`config.mk`:
```
export PLATFORM = sky130hd
export DESIGN_NAME = axi4_read_address_queue
export DESIGN_NICKNAME = d
export VERILOG_FILES = /design/src/rtl/axi4_read_address_queue.sv
export SDC_FILE = /design/constraint.sdc
export NUM_CORES = 1
export LEC_CHECK = 0
export CAP_MARGIN = 25
export CORE_ASPECT_RATIO = 0.8
export CORE_MARGIN = 1.5
export CORE_UTILIZATION = 50
export CTS_CLUSTER_SIZE = 20
export DETAILED_ROUTE_END_ITERATION = 8
export PLACE_DENSITY = 0.74
export SYNTH_ARGS = -nofsm -noshare
export SYNTH_HDL_FRONTEND = slang
export SYNTH_SLANG_ARGS = --single-unit
```
`constraint.sdc`:
```
create_clock -name ACLK -period 4.3 [get_ports ACLK]
set_input_delay 0.86 -clock ACLK [delete_from_list [all_inputs] [get_ports ACLK]]
set_output_delay 0.86 -clock ACLK [all_outputs]
set_load 0.01 [all_outputs]
```
`src/rtl/axi4_read_address_queue.sv`:
```
`default_nettype none
// ============================================================================
// Module  : axi4_read_address_queue
// Brief   : AXI4-Lite AR master channel with request FIFO, outstanding-read
//           credit limit and optional ARREADY watchdog (AXI_AR_TIMEOUT_EN).
// Revision: 1.0 - initial release
// ============================================================================
module axi4_read_address_queue #(
    parameter int ADDR_WIDTH      = 32,
    parameter int DEPTH           = 4,
    parameter int MAX_OUTSTANDING = 2,
    parameter int TIMEOUT_CYCLES  = 256
) (
    input  logic                                 ACLK,
    input  logic                                 ARESET,
    input  logic                                 STARTRA,
    input  logic [ADDR_WIDTH-1:0]                ra_addr,
    input  logic [2:0]                           ra_prot,
    output logic                                 ra_ready,
    input  logic                                 r_done,
    output logic [ADDR_WIDTH-1:0]                ARADDR,
    output logic [2:0]                           ARPROT,
    output logic                                 ARVALID,
    input  logic                                 ARREADY,
    output logic                                 ar_IDLE,
    output logic                                 ar_DONE,
    output logic [$clog2(DEPTH+1)-1:0]           ar_COUNT,
    output logic [$clog2(MAX_OUTSTANDING+1)-1:0] ar_OUTSTANDING,
    output logic                                 ar_TIMEOUT
);

    localparam int C_PW = $clog2(DEPTH);
    localparam int C_CW = $clog2(DEPTH+1);
    localparam int C_OW = $clog2(MAX_OUTSTANDING+1);
    localparam int C_EW = ADDR_WIDTH + 3;

    typedef enum logic [0:0] {
        ST_IDLE = 1'b0,
        ST_SEND = 1'b1
    } state_t;

    state_t              r_state;
    state_t              w_state_nxt;
    logic [C_EW-1:0]     r_mem [DEPTH];
    logic [C_PW-1:0]     r_wr_ptr;
    logic [C_PW-1:0]     r_rd_ptr;
    logic [C_CW-1:0]     r_count;
    logic [C_OW-1:0]     r_out;
    logic                r_done_q;
    logic [ADDR_WIDTH-1:0] r_araddr;
    logic [2:0]          r_arprot;

    logic                w_push;
    logic                w_load;
    logic                w_hs;
    logic [C_OW:0]       w_out_plus;
    logic                w_out_dec;
    logic [C_OW:0]       w_out_nxt;

    assign ARVALID  = (r_state == ST_SEND);
    assign ARADDR   = r_araddr;
    assign ARPROT   = r_arprot;
    assign ar_COUNT = r_count;
    assign ar_OUTSTANDING = r_out;
    assign ar_DONE  = r_done_q;
    assign ra_ready = (r_count != C_CW'(DEPTH));
    assign ar_IDLE  = (r_count == '0) && !ARVALID && (r_out == '0);

    assign w_hs   = ARVALID & ARREADY;
    assign w_push = STARTRA & ra_ready;

    // A completion can only retire a read that exists, counting one
    // handshaking in this very cycle.
    assign w_out_plus = {1'b0, r_out} + {{C_OW{1'b0}}, w_hs};
    assign w_out_dec  = r_done && (w_out_plus != '0);
    assign w_out_nxt  = w_out_plus - {{C_OW{1'b0}}, w_out_dec};

    assign w_load = (!ARVALID || w_hs) && (r_count != '0)
                    && (w_out_nxt < (C_OW+1)'(MAX_OUTSTANDING));

    always_comb begin
        w_state_nxt = r_state;
        if (w_load) begin
            w_state_nxt = ST_SEND;
        end else if (w_hs) begin
            w_state_nxt = ST_IDLE;
        end
    end

    always_ff @(posedge ACLK) begin
        if (ARESET) begin
            r_state  <= ST_IDLE;
            r_araddr <= '0;
            r_arprot <= '0;
            r_done_q <= 1'b0;
            r_out    <= '0;
        end else begin
            r_state  <= w_state_nxt;
            r_done_q <= w_hs;
            r_out    <= w_out_nxt[C_OW-1:0];
            if (w_load) begin
                {r_araddr, r_arprot} <= r_mem[r_rd_ptr];
            end
        end
    end

    always_ff @(posedge ACLK) begin
        if (ARESET) begin
            r_wr_ptr <= '0;
            r_rd_ptr <= '0;
            r_count  <= '0;
        end else begin
            if (w_push) begin
                r_wr_ptr <= r_wr_ptr + 1'b1;
            end
            if (w_load) begin
                r_rd_ptr <= r_rd_ptr + 1'b1;
            end
            if (w_push && !w_load) begin
                r_count <= r_count + 1'b1;
            end else if (!w_push && w_load) begin
                r_count <= r_count - 1'b1;
            end
        end
    end

    always_ff @(posedge ACLK) begin
        if (w_push) begin
            r_mem[r_wr_ptr] <= {ra_addr, ra_prot};
        end
    end

`ifdef AXI_AR_TIMEOUT_EN
    localparam int C_TW = $clog2(TIMEOUT_CYCLES+1);

    logic [C_TW-1:0] r_stall;
    logic            r_timeout;

    assign ar_TIMEOUT = r_timeout;

    always_ff @(posedge ACLK) begin
        if (ARESET) begin
            r_stall   <= '0;
            r_timeout <= 1'b0;
        end else if (!ARVALID || ARREADY) begin
            r_stall <= '0;
        end else begin
            if (r_stall != C_TW'(TIMEOUT_CYCLES)) begin
                r_stall <= r_stall + 1'b1;
            end
            if (r_stall >= C_TW'(TIMEOUT_CYCLES-1)) begin
                r_timeout <= 1'b1;
            end
        end
    end
`else
    logic w_unused_timeout;
    assign w_unused_timeout = (TIMEOUT_CYCLES > 0);
    assign ar_TIMEOUT       = 1'b0;
`endif

endmodule
`default_nettype wire
```
==> results.md, run 1 <==
- The worst setup path is captured at a flip-flop.
- In this run the worst path has a maximum fanout of 2.
- The fraction of synthesized cell area taken by the top area cell type is 0.561.
- The worst setup path is of the in -> reg kind.
- In the final timing run, aggregate negative setup slack is 0 ns.
- The async set-reset flop share out of synthesis is 0.
- In the post-synthesis netlist, the biggest area contributors are sky130_fd_sc_hd__edfxtp_1 (56%), sky130_fd_sc_hd__dfxtp_1 (12%), sky130_fd_sc_hd__mux4_2 (11%).
- The most common flop cell mapped by yosys is sky130_fd_sc_hd__edfxtp_1.
- The run finished, with violations left.
- The post-route minimum period is 3.84 ns.
- The hold path endpoint is r_wr_ptr[1].
- The biggest area contributor in the post-synthesis netlist is sky130_fd_sc_hd__edfxtp_1.
- The beginning of the worst register-to-register path is ARVALID.
- The internal power of the cells totals 3.96 mW.
- The final reports fail on DRC.
- The die covers 15700 um2.
- Pin placement for this block handled 85 I/O pins.
- The transition time at the pin with the least slew margin is 1.04 ns.
- The starting DRC count in detailed routing is 303.
- The number of sinks handled by clock tree synthesis is 186.
- The post-layout total power is 5.89 mW.
- The share of total power dissipated in combinational logic is 0.333.
- The arrival time at the worst endpoint is 4.12 ns.
- Summed over all nets, the switching power comes to 1.93 mW.
- Of the total power, the clock network draws 0.260.
- The power density normalized to cell area is 647 nW/um2.
- The endpoint identified for the worst register-to-register timing path is ar_COUNT[1].
- The final worst clock skew is 0.0117 ns.
- The startpoint identified for the worst hold timing path is r_wr_ptr[1].
- The final worst setup slack is 0.458 ns.
- Counting flops and latches in the post-synthesis netlist gives 186.
- Across every metal layer, demand over resource in global routing totals 0.206.
- The CTS tree is built.
- In this run the static leakage power is 3.05 nW.
- From left edge to right edge, the die measures 140 um.
- The fraction of final layout cells sized beyond drive strength 1 is 0.167.
- After floorplanning, the core was sized to cover 14400 um2.
- In the synthesized netlist, the number of instances is 460.
- The final hold violation count came to 0.
- At the end of routability-driven placement, the weighted congestion stood at 0.728.
- The final critical-path share of the clock period is 0.893.
- In this run, distinct cell masters in the synthesized netlist total 35.
- The initial utilization of the core area, before any placement, comes to 0.519.
- Clock tree synthesis inserted a total of 17 buffers.
- The worst IR drop on VDD is 0.000551 V.
- The first global-routing pass estimated 24.1 mm of wire.
- The number of hold-repair buffers added at the cts stage is 0.
- Counting instances, the worst hold path has a depth of 2.
- The worst setup path is launched from an input pin.
- STA puts the critical path data required time at 4.58 ns.
- Summing over every cut layer, the via total after detailed routing is 4267.
- The synthesized design contains 140 enable-type register cells.
- The number of detailed-routing iterations run before antenna repair is 7.
- The wire length per cell is 20.6 um.
- The cell area after technology mapping is 7500 um2.
- Input and output buffers added on the ports amount to 83.
- Static timing analysis puts the maximum clock frequency at 0.260 GHz.
- The share of synthesized area occupied by flip-flops and latches is 0.684.
- For this run, design rule violations remaining after detail routing come to 9.
- The average instance area after synthesis is 16.3 um2.
- The number of warning messages in the yosys log is 0.
- The final layout contains routed wiring with a total length of 15.2 mm.
- The clock passes through at most 2 buffers.
- The relative max-transition margin is 0.309.
- Clock latency on the worst-skew pair, taken at its later pin, is 0.43 ns.
- Of the total power, the share spent switching nets is 0.328.
- At the end of the flow, the number of nets in the layout was 587.
- The via count of the first global-routing pass was 4324.
- The total instance count after detailed placement is 698.
- CTS placed an instance of sky130_fd_sc_hd__clkbuf_16 at the clock tree root.
- Final hold analysis gives a worst-case slack of 0.522 ns.
- The number of nets produced by synthesis is 510.
- The count of final max-slew check failures is 0.
- The global route total overflow is 0.
- The number of antenna diodes in the final layout is 0.
- The final instance count without filler cells is 734.
- The number of cells on the worst reg-to-reg path is 14.
- Once the clock tree was built, the setup fixing pass inserted 0 buffers.
- The initial antenna violation count is 0.
- The area growth from synthesis to layout is 21.4%.
- The deepest level of the CTS H-tree is 4.
- The number of max-cap violations is 0.
- The largest net degree at the start of global routing is 50.
- The min-delay analysis places its worst path in the category reg -> reg.
- The worst setup slack for register-to-register paths is 0.98 ns.
- The detailed placer's ending HPWL is 8.48 mm.
- In the routed layout, each cell is associated on average with a via count of 5.81.
- From bottom edge to top edge, the die measures 113 um.
- The setup slack at placement is 0.0656 ns.
- Setup repair after global routing left no endpoint under its margin.
- Setup violations remaining at the end of the flow were counted as 0.
- In this run the remaining antenna-violating nets after routing total 0.
- After floorplanning, the core was divided into 39 placement rows.
- Clock-pin slew was measured on the worst setup and hold paths at 0.07 ns.
- The share of total power dissipated in sequential elements is 0.407.
- After clock tree synthesis, the repair step resized 0 gates.
==> power by group through the flow <==
stage	clock network, mW	logic (mW)	registers (mW)
2_1_floorplan	0	1.30	2.41
3_3_place_gp	0	1.87	2.46
3_5_place_dp	0	1.92	2.47
4_1_cts	1.57	1.92	2.44
5_1_grt	1.63	2.13	2.43
6_report	1.53	1.96	2.40
==> layout make-up <==
class,instances,area [um2]
multi-input cells,193,2020
flip-flops and latches,186,5130
well taps,184,230
fillers,1047,5340
clock inverters,14,153
clock buffers,18,439
repair buffers,95,966
inverters,44,165
==> cell usage after synthesis, types with 2 or more instances <==
cell type and count:
sky130_fd_sc_hd__a21oi_1 3, sky130_fd_sc_hd__and3_1 4, sky130_fd_sc_hd__buf_2 12, sky130_fd_sc_hd__buf_6 7, sky130_fd_sc_hd__clkbuf_1 16, sky130_fd_sc_hd__clkinv_1 20, sky130_fd_sc_hd__dfxtp_1 46, sky130_fd_sc_hd__edfxtp_1 140
sky130_fd_sc_hd__ha_1 9, sky130_fd_sc_hd__inv_1 22, sky130_fd_sc_hd__inv_2 2, sky130_fd_sc_hd__mux2_1 2, sky130_fd_sc_hd__mux4_2 35, sky130_fd_sc_hd__nand3_1 2, sky130_fd_sc_hd__nor2_1 7, sky130_fd_sc_hd__nor2b_1 38
sky130_fd_sc_hd__nor4_1 2, sky130_fd_sc_hd__o21ai_0 3, sky130_fd_sc_hd__o31ai_1 36, sky130_fd_sc_hd__o41ai_1 35, sky130_fd_sc_hd__or3_1 3, sky130_fd_sc_hd__xor2_1 3
==> stage by stage <==
stage | utilization | instance area (um2)
floorplan | - | 7500
global placement | 0.584 | 8430
detailed placement | 0.584 | 8430
CTS | 0.625 | 9020
global route | 0.630 | 9100
finish | 0.630 | 9100
==> layout by cell type, fill, tap and decap left out, types with 3 or more instances in the layout <==
master,synthesis,layout
sky130_fd_sc_hd__edfxtp_1,140,140
sky130_fd_sc_hd__clkdlybuf4s50_1,0,82
sky130_fd_sc_hd__dfxtp_1,46,44
sky130_fd_sc_hd__nor2b_1,38,38
sky130_fd_sc_hd__o31ai_1,36,36
sky130_fd_sc_hd__mux4_2,35,35
sky130_fd_sc_hd__o41ai_1,35,35
sky130_fd_sc_hd__inv_1,22,22
sky130_fd_sc_hd__clkinv_1,20,20
sky130_fd_sc_hd__clkbuf_16,0,17
sky130_fd_sc_hd__ha_1,9,9
sky130_fd_sc_hd__buf_4,1,8
sky130_fd_sc_hd__nor2_1,7,7
sky130_fd_sc_hd__inv_6,0,6
sky130_fd_sc_hd__and3_2,0,4
sky130_fd_sc_hd__buf_12,0,4
sky130_fd_sc_hd__or3_1,3,3
sky130_fd_sc_hd__o21ai_0,3,3
sky130_fd_sc_hd__a21oi_1,3,3
sky130_fd_sc_hd__clkinv_4,0,3
==> worst max-delay path by stage <==
stage,from,end,slack [ns]
2_1_floorplan,ARREADY,ar_COUNT[2],0.45
3_3_place_gp,ARREADY,ar_COUNT[2],0.18
3_5_place_dp,ARREADY,ar_COUNT[2],0.07
4_1_cts,ARREADY,ar_COUNT[2],0.49
5_1_grt,ARREADY,ar_COUNT[2],0.30
6_report,ARREADY,ar_COUNT[1],0.46
==> layer usage <==
metal / global-route usage / routed length, um
met3: 0.0452 / 933
met4: 0.0596 / 83
met1: 0.290 / 6850
met2: 0.329 / 7290
met5: 0 / 0
==> sequential cells by signal, indices dropped and copies added, names as in the netlist <==
| register | count |
|---|---|
| ar_DONE | 1 |
| r_mem | 140 |
| r_wr_ptr | 2 |
| ARADDR | 32 |
| ARPROT | 3 |
| r_rd_ptr | 2 |
| ar_OUTSTANDING | 2 |
| ARVALID | 1 |
| ar_COUNT | 3 |
==> critical path: stages <==
cell	delay, ns
sky130_fd_sc_hd__clkdlybuf4s50_1	0.41
sky130_fd_sc_hd__and2_1	0.18
sky130_fd_sc_hd__ha_1	0.19
sky130_fd_sc_hd__ha_1	0.26
sky130_fd_sc_hd__o31a_1	0.31
sky130_fd_sc_hd__ha_1	0.18
sky130_fd_sc_hd__ha_1	0.24
sky130_fd_sc_hd__xor2_4	0.17
sky130_fd_sc_hd__nor4_2	0.31
sky130_fd_sc_hd__inv_1	0.08
sky130_fd_sc_hd__ha_1	0.22
sky130_fd_sc_hd__inv_1	0.08
sky130_fd_sc_hd__fa_1	0.41
sky130_fd_sc_hd__mux2i_1	0.16
sky130_fd_sc_hd__nor2_1	0.05
==> logic make-up (layout without fill, tap and decap cells) <==
group                    Yosys count  count (layout)  share of synthesized area
AO/OA/AOI/OAI                     79              79                     0.0835
AND/OR/NAND/NOR                   62              62                     0.0516
multiplexers                      38              38                      0.109
flip-flops                       186             186                      0.684
XOR/XNOR                           3               3                    0.00351
other                              1               1                   0.000500
adder cells (fa/ha/maj)           10              10                     0.0177
buffers and inverters             81             171                     0.0501
Power figures use the tool's default switching activity.
==> run 2: changes to the inputs <==
--- a/config.mk
+++ b/config.mk
@@ -11,6 +11,7 @@
 export CORE_UTILIZATION = 50
 export CTS_CLUSTER_SIZE = 20
 export DETAILED_ROUTE_END_ITERATION = 8
+export GPL_TIMING_DRIVEN = 0
 export PLACE_DENSITY = 0.74
 export SYNTH_ARGS = -nofsm -noshare
 export SYNTH_HDL_FRONTEND = slang
==> run 2 against run 1 <==
Effect of this change:
- power rose by 3.4%
- worst setup slack lost 0.31 ns
- largest cell class unchanged
- the run still ends with DRC left
- wire length shrank 1.1%
==> results.md, run 2 (synthesis results as in run 1) <==
- The global router's overall resource usage is 0.203 (was 0.206).
- The power density normalized to cell area is 657 nW/um2 (was 647 nW/um2).
- The worst hold margin is 0.536 ns (was 0.522 ns).
- Violated checks: DRC (unchanged).
- The count of instances resized after the clock tree is built is 0 (unchanged).
- The slowest stage cell on the critical path is sky130_fd_sc_hd__clkdlybuf4s50_1 (unchanged).
- The transition time at the pin with the least slew margin is 0.555 ns (was 1.04 ns).
- The standard-cell row count is 39 (unchanged).
- The via count of the first global-routing pass is 4333 (was 4324).
- The power share of the sequential group is 0.387 (was 0.407).
- The total instance count after detailed placement is 731 (was 698).
- The post-route minimum period is 4.15 ns (was 3.84 ns).
- The maximum clock path buffer count is 2 (unchanged).
- The remaining antenna violation count after routing is 0 (unchanged).
- The detailed placer's ending HPWL is 9.96 mm (was 8.48 mm).
- The nature of the critical path endpoint is a flip-flop (unchanged).
- The number of endpoints failing setup at the final stage is 0 (unchanged).
- The post-layout total power is 6.09 mW (was 5.89 mW).
- The internal power is 4.20 mW (was 3.96 mW).
- The relative max-transition margin is 0.630 (was 0.309).
- The standby leakage power is 3.14 nW (was 3.05 nW).
- The filler cell count was 1024 (was 1047).
- The height of the die is 113 um (unchanged).
- The maximum achievable frequency is 0.241 GHz (was 0.260 GHz).
- Setup repair after global routing missed its margin: no (unchanged).
- The TritonCTS buffer count is 17 (unchanged).
- The final critical-path share of the clock period is 0.964 (was 0.893).
- Leading cell types in the layout, fill and taps excluded: sky130_fd_sc_hd__edfxtp_1 (140), sky130_fd_sc_hd__clkdlybuf4s50_1 (83), sky130_fd_sc_hd__dfxtp_1 (46) (was sky130_fd_sc_hd__edfxtp_1 (140), sky130_fd_sc_hd__clkdlybuf4s50_1 (82), sky130_fd_sc_hd__dfxtp_1 (44)).
- The commonest non-fill, non-tap cell in the layout is sky130_fd_sc_hd__edfxtp_1 (unchanged).
- The startpoint-to-endpoint class of the critical path was in -> reg (unchanged).
- The worst hold path class is reg -> reg (unchanged).
- The highest fanout seen on the critical path was 10 (was 2).
- The deepest level of the CTS H-tree is 4 (unchanged).
- The starting DRC count in detailed routing is 316 (was 303).
- The core box area is 14400 um2 (unchanged).
- The largest net degree at the start of global routing is 23 (was 50).
- The critical path startpoint category was an input pin (unchanged).
- The number of flip-flops under the largest register name was 140 (unchanged).
- The final wirelength came to 15.0 mm (was 15.2 mm).
- The CTS tree is built (unchanged).
- The final worst clock skew is 0.0110 ns (was 0.0117 ns).
- The global route total overflow came to 0 (unchanged).
- The wire length of the first global-routing pass is 23.6 mm (was 24.1 mm).
- The final hold violation count is 0 (unchanged).
- The fraction of final layout cells sized beyond drive strength 1 is 0.171 (was 0.167).
- The switching share of power came to 0.310 (was 0.328).
- The final worst setup slack is 0.153 ns (was 0.458 ns).
- The top register by number of flip-flops is r_mem (unchanged).
- The endpoint required time on the critical path was 4.66 ns (was 4.58 ns).
- The initial standard-cell utilization of the core is 0.519 (unchanged).
- The area growth from synthesis to layout is 23.8% (was 21.4%).
- The number of max-cap violations is 0 (unchanged).
- The total via count in the routed design is 4306 (was 4267).
- The count of nets after finishing is 615 (was 587).
- The final weighted congestion in routability-driven placement is 0.783 (was 0.728).
- The count of port buffers added during placement came to 83 (unchanged).
- The worst IR drop on VDD is 0.000475 V (was 0.000551 V).
- The clock-pin slew on the worst setup and hold paths is 0.07 ns (about the same).
- The final standard cell utilization of the core is 0.643 (was 0.630).
- The cell at the root of the clock tree is sky130_fd_sc_hd__clkbuf_16 (unchanged).
- The clock share of power is 0.274 (was 0.260).
- The top-level I/O count came to 85 (unchanged).
- The setup slack at placement is -0.338 ns (was 0.0656 ns).
- Run status: finished with violations (unchanged).
- The number of sinks handled by clock tree synthesis was 186 (unchanged).
- The final instance count without filler cells is 762 (was 734).
- The via count normalized by instance count is 5.65 (was 5.81).
- The number of antenna cells inserted came to 0 (unchanged).
- The die width is 140 um (unchanged).
- The arrival time at the worst endpoint is 4.50 ns (was 4.12 ns).
- The wire length per cell came to 19.7 um (was 20.6 um).
- Critical path, cell by cell: clkdlybuf4s50_1, and2_1, ha_1, ha_1, o31a_1, ha_1, ha_1, xor2_1, buf_2, nor4_2, inv_1, ha_1, inv_1, fa_1, xor2_1, or3_1, a21oi_1 (was clkdlybuf4s50_1, and2_1, ha_1, ha_1, o31a_1, ha_1, ha_1, xor2_4, nor4_2, inv_1, ha_1, inv_1, fa_1, mux2i_1, nor2_1).
- The initial antenna violation count came to 0 (unchanged).
- The count of final max-slew check failures is 0 (unchanged).
- The number of post-CTS setup repair buffers is 0 (unchanged).
- The final routed DRC violation total is 9 (unchanged).
- The portion of total power attributed to combinational logic is 0.340 (was 0.333).
- The critical path's largest stage delay is 0.43 ns (was 0.41 ns).
- The net switching component of the power is 1.89 mW (was 1.93 mW).
- The floorplan die area is 15700 um2 (unchanged).
- The number of detailed-routing iterations run before antenna repair was 7 (unchanged).
- The cell repeated most along the worst path was sky130_fd_sc_hd__ha_1 (unchanged).
- The clock latency of the later-clocked register in the worst-skew pair is 0.43 ns (about the same).
run 2: power groups by stage:
stage	clock network (mW)	registers (mW)	logic, mW
finish	1.67	2.36	2.07
global route	1.77	2.38	2.25
CTS	1.69	2.36	2.10
detailed placement	0	2.39	2.09
global placement	0	2.39	2.01
floorplan	0	2.41	1.30
run 2: worst paths after layout:
kind	startpoint	to	slack, ns	cells after the start
setup reg to reg	ARVALID	ar_COUNT[2]	0.71	16
hold / removal	r_wr_ptr[1]	r_wr_ptr[1]	0.54	2
setup / recovery	ARREADY	ar_COUNT[2]	0.15	17
hold reg to reg	r_wr_ptr[1]	r_wr_ptr[1]	0.54	2
run 2: metal layers:
layer	vias up	GRT usage	share of wire
met1	2142	0.273	0.44
met4	0	0.0807	0.023
met3	22	0.0516	0.061
li1	2002	-	-
met2	140	0.320	0.48
met5	-	0	0
run 2: layout make-up:
type                       instances  area (um2)  area share
sequential                       186        5120       0.552
multi-input combinational        193        2000       0.216
timing repair buffer              87         911      0.0981
clock buffer                      19         453      0.0488
tap                              184         230      0.0248
buffer                            36         206      0.0222
clock inverter                    13         190      0.0205
inverter                          44         165      0.0178
run 2: per-stage QoR:
stage | area (um2) | setup TNS (ns)
2_1_floorplan | 7500 | 0
3_3_place_gp | 8560 | -0.459
3_5_place_dp | 8640 | -0.559
4_1_cts | 9290 | 0
5_1_grt | 9280 | 0
6_report | 9280 | 0
run 2: worst max-delay path, delay by kind of cell:
kind | cells | cell delay [ns]
fa+ha+maj | 6 | 1.38
buf+inv | 4 | 0.87
simple gates | 3 | 0.61
compound gates | 2 | 0.41
xor+xnor | 2 | 0.36
run 2: repair_timing:
action	in CTS	in global routing
endpoints found under the hold margin	0	0
hold buffers	0	0
setup endpoints to repair	0	2
==> run 3: changes to the inputs <==
--- a/config.mk
+++ b/config.mk
@@ -13,6 +13,7 @@
 export DETAILED_ROUTE_END_ITERATION = 8
 export GPL_TIMING_DRIVEN = 0
 export PLACE_DENSITY = 0.74
+export SLEW_MARGIN = 20
 export SYNTH_ARGS = -nofsm -noshare
 export SYNTH_HDL_FRONTEND = slang
 export SYNTH_SLANG_ARGS = --single-unit
==> results of run 3 <==
The final DEF is identical to that of run 2; final timing and power are the same.
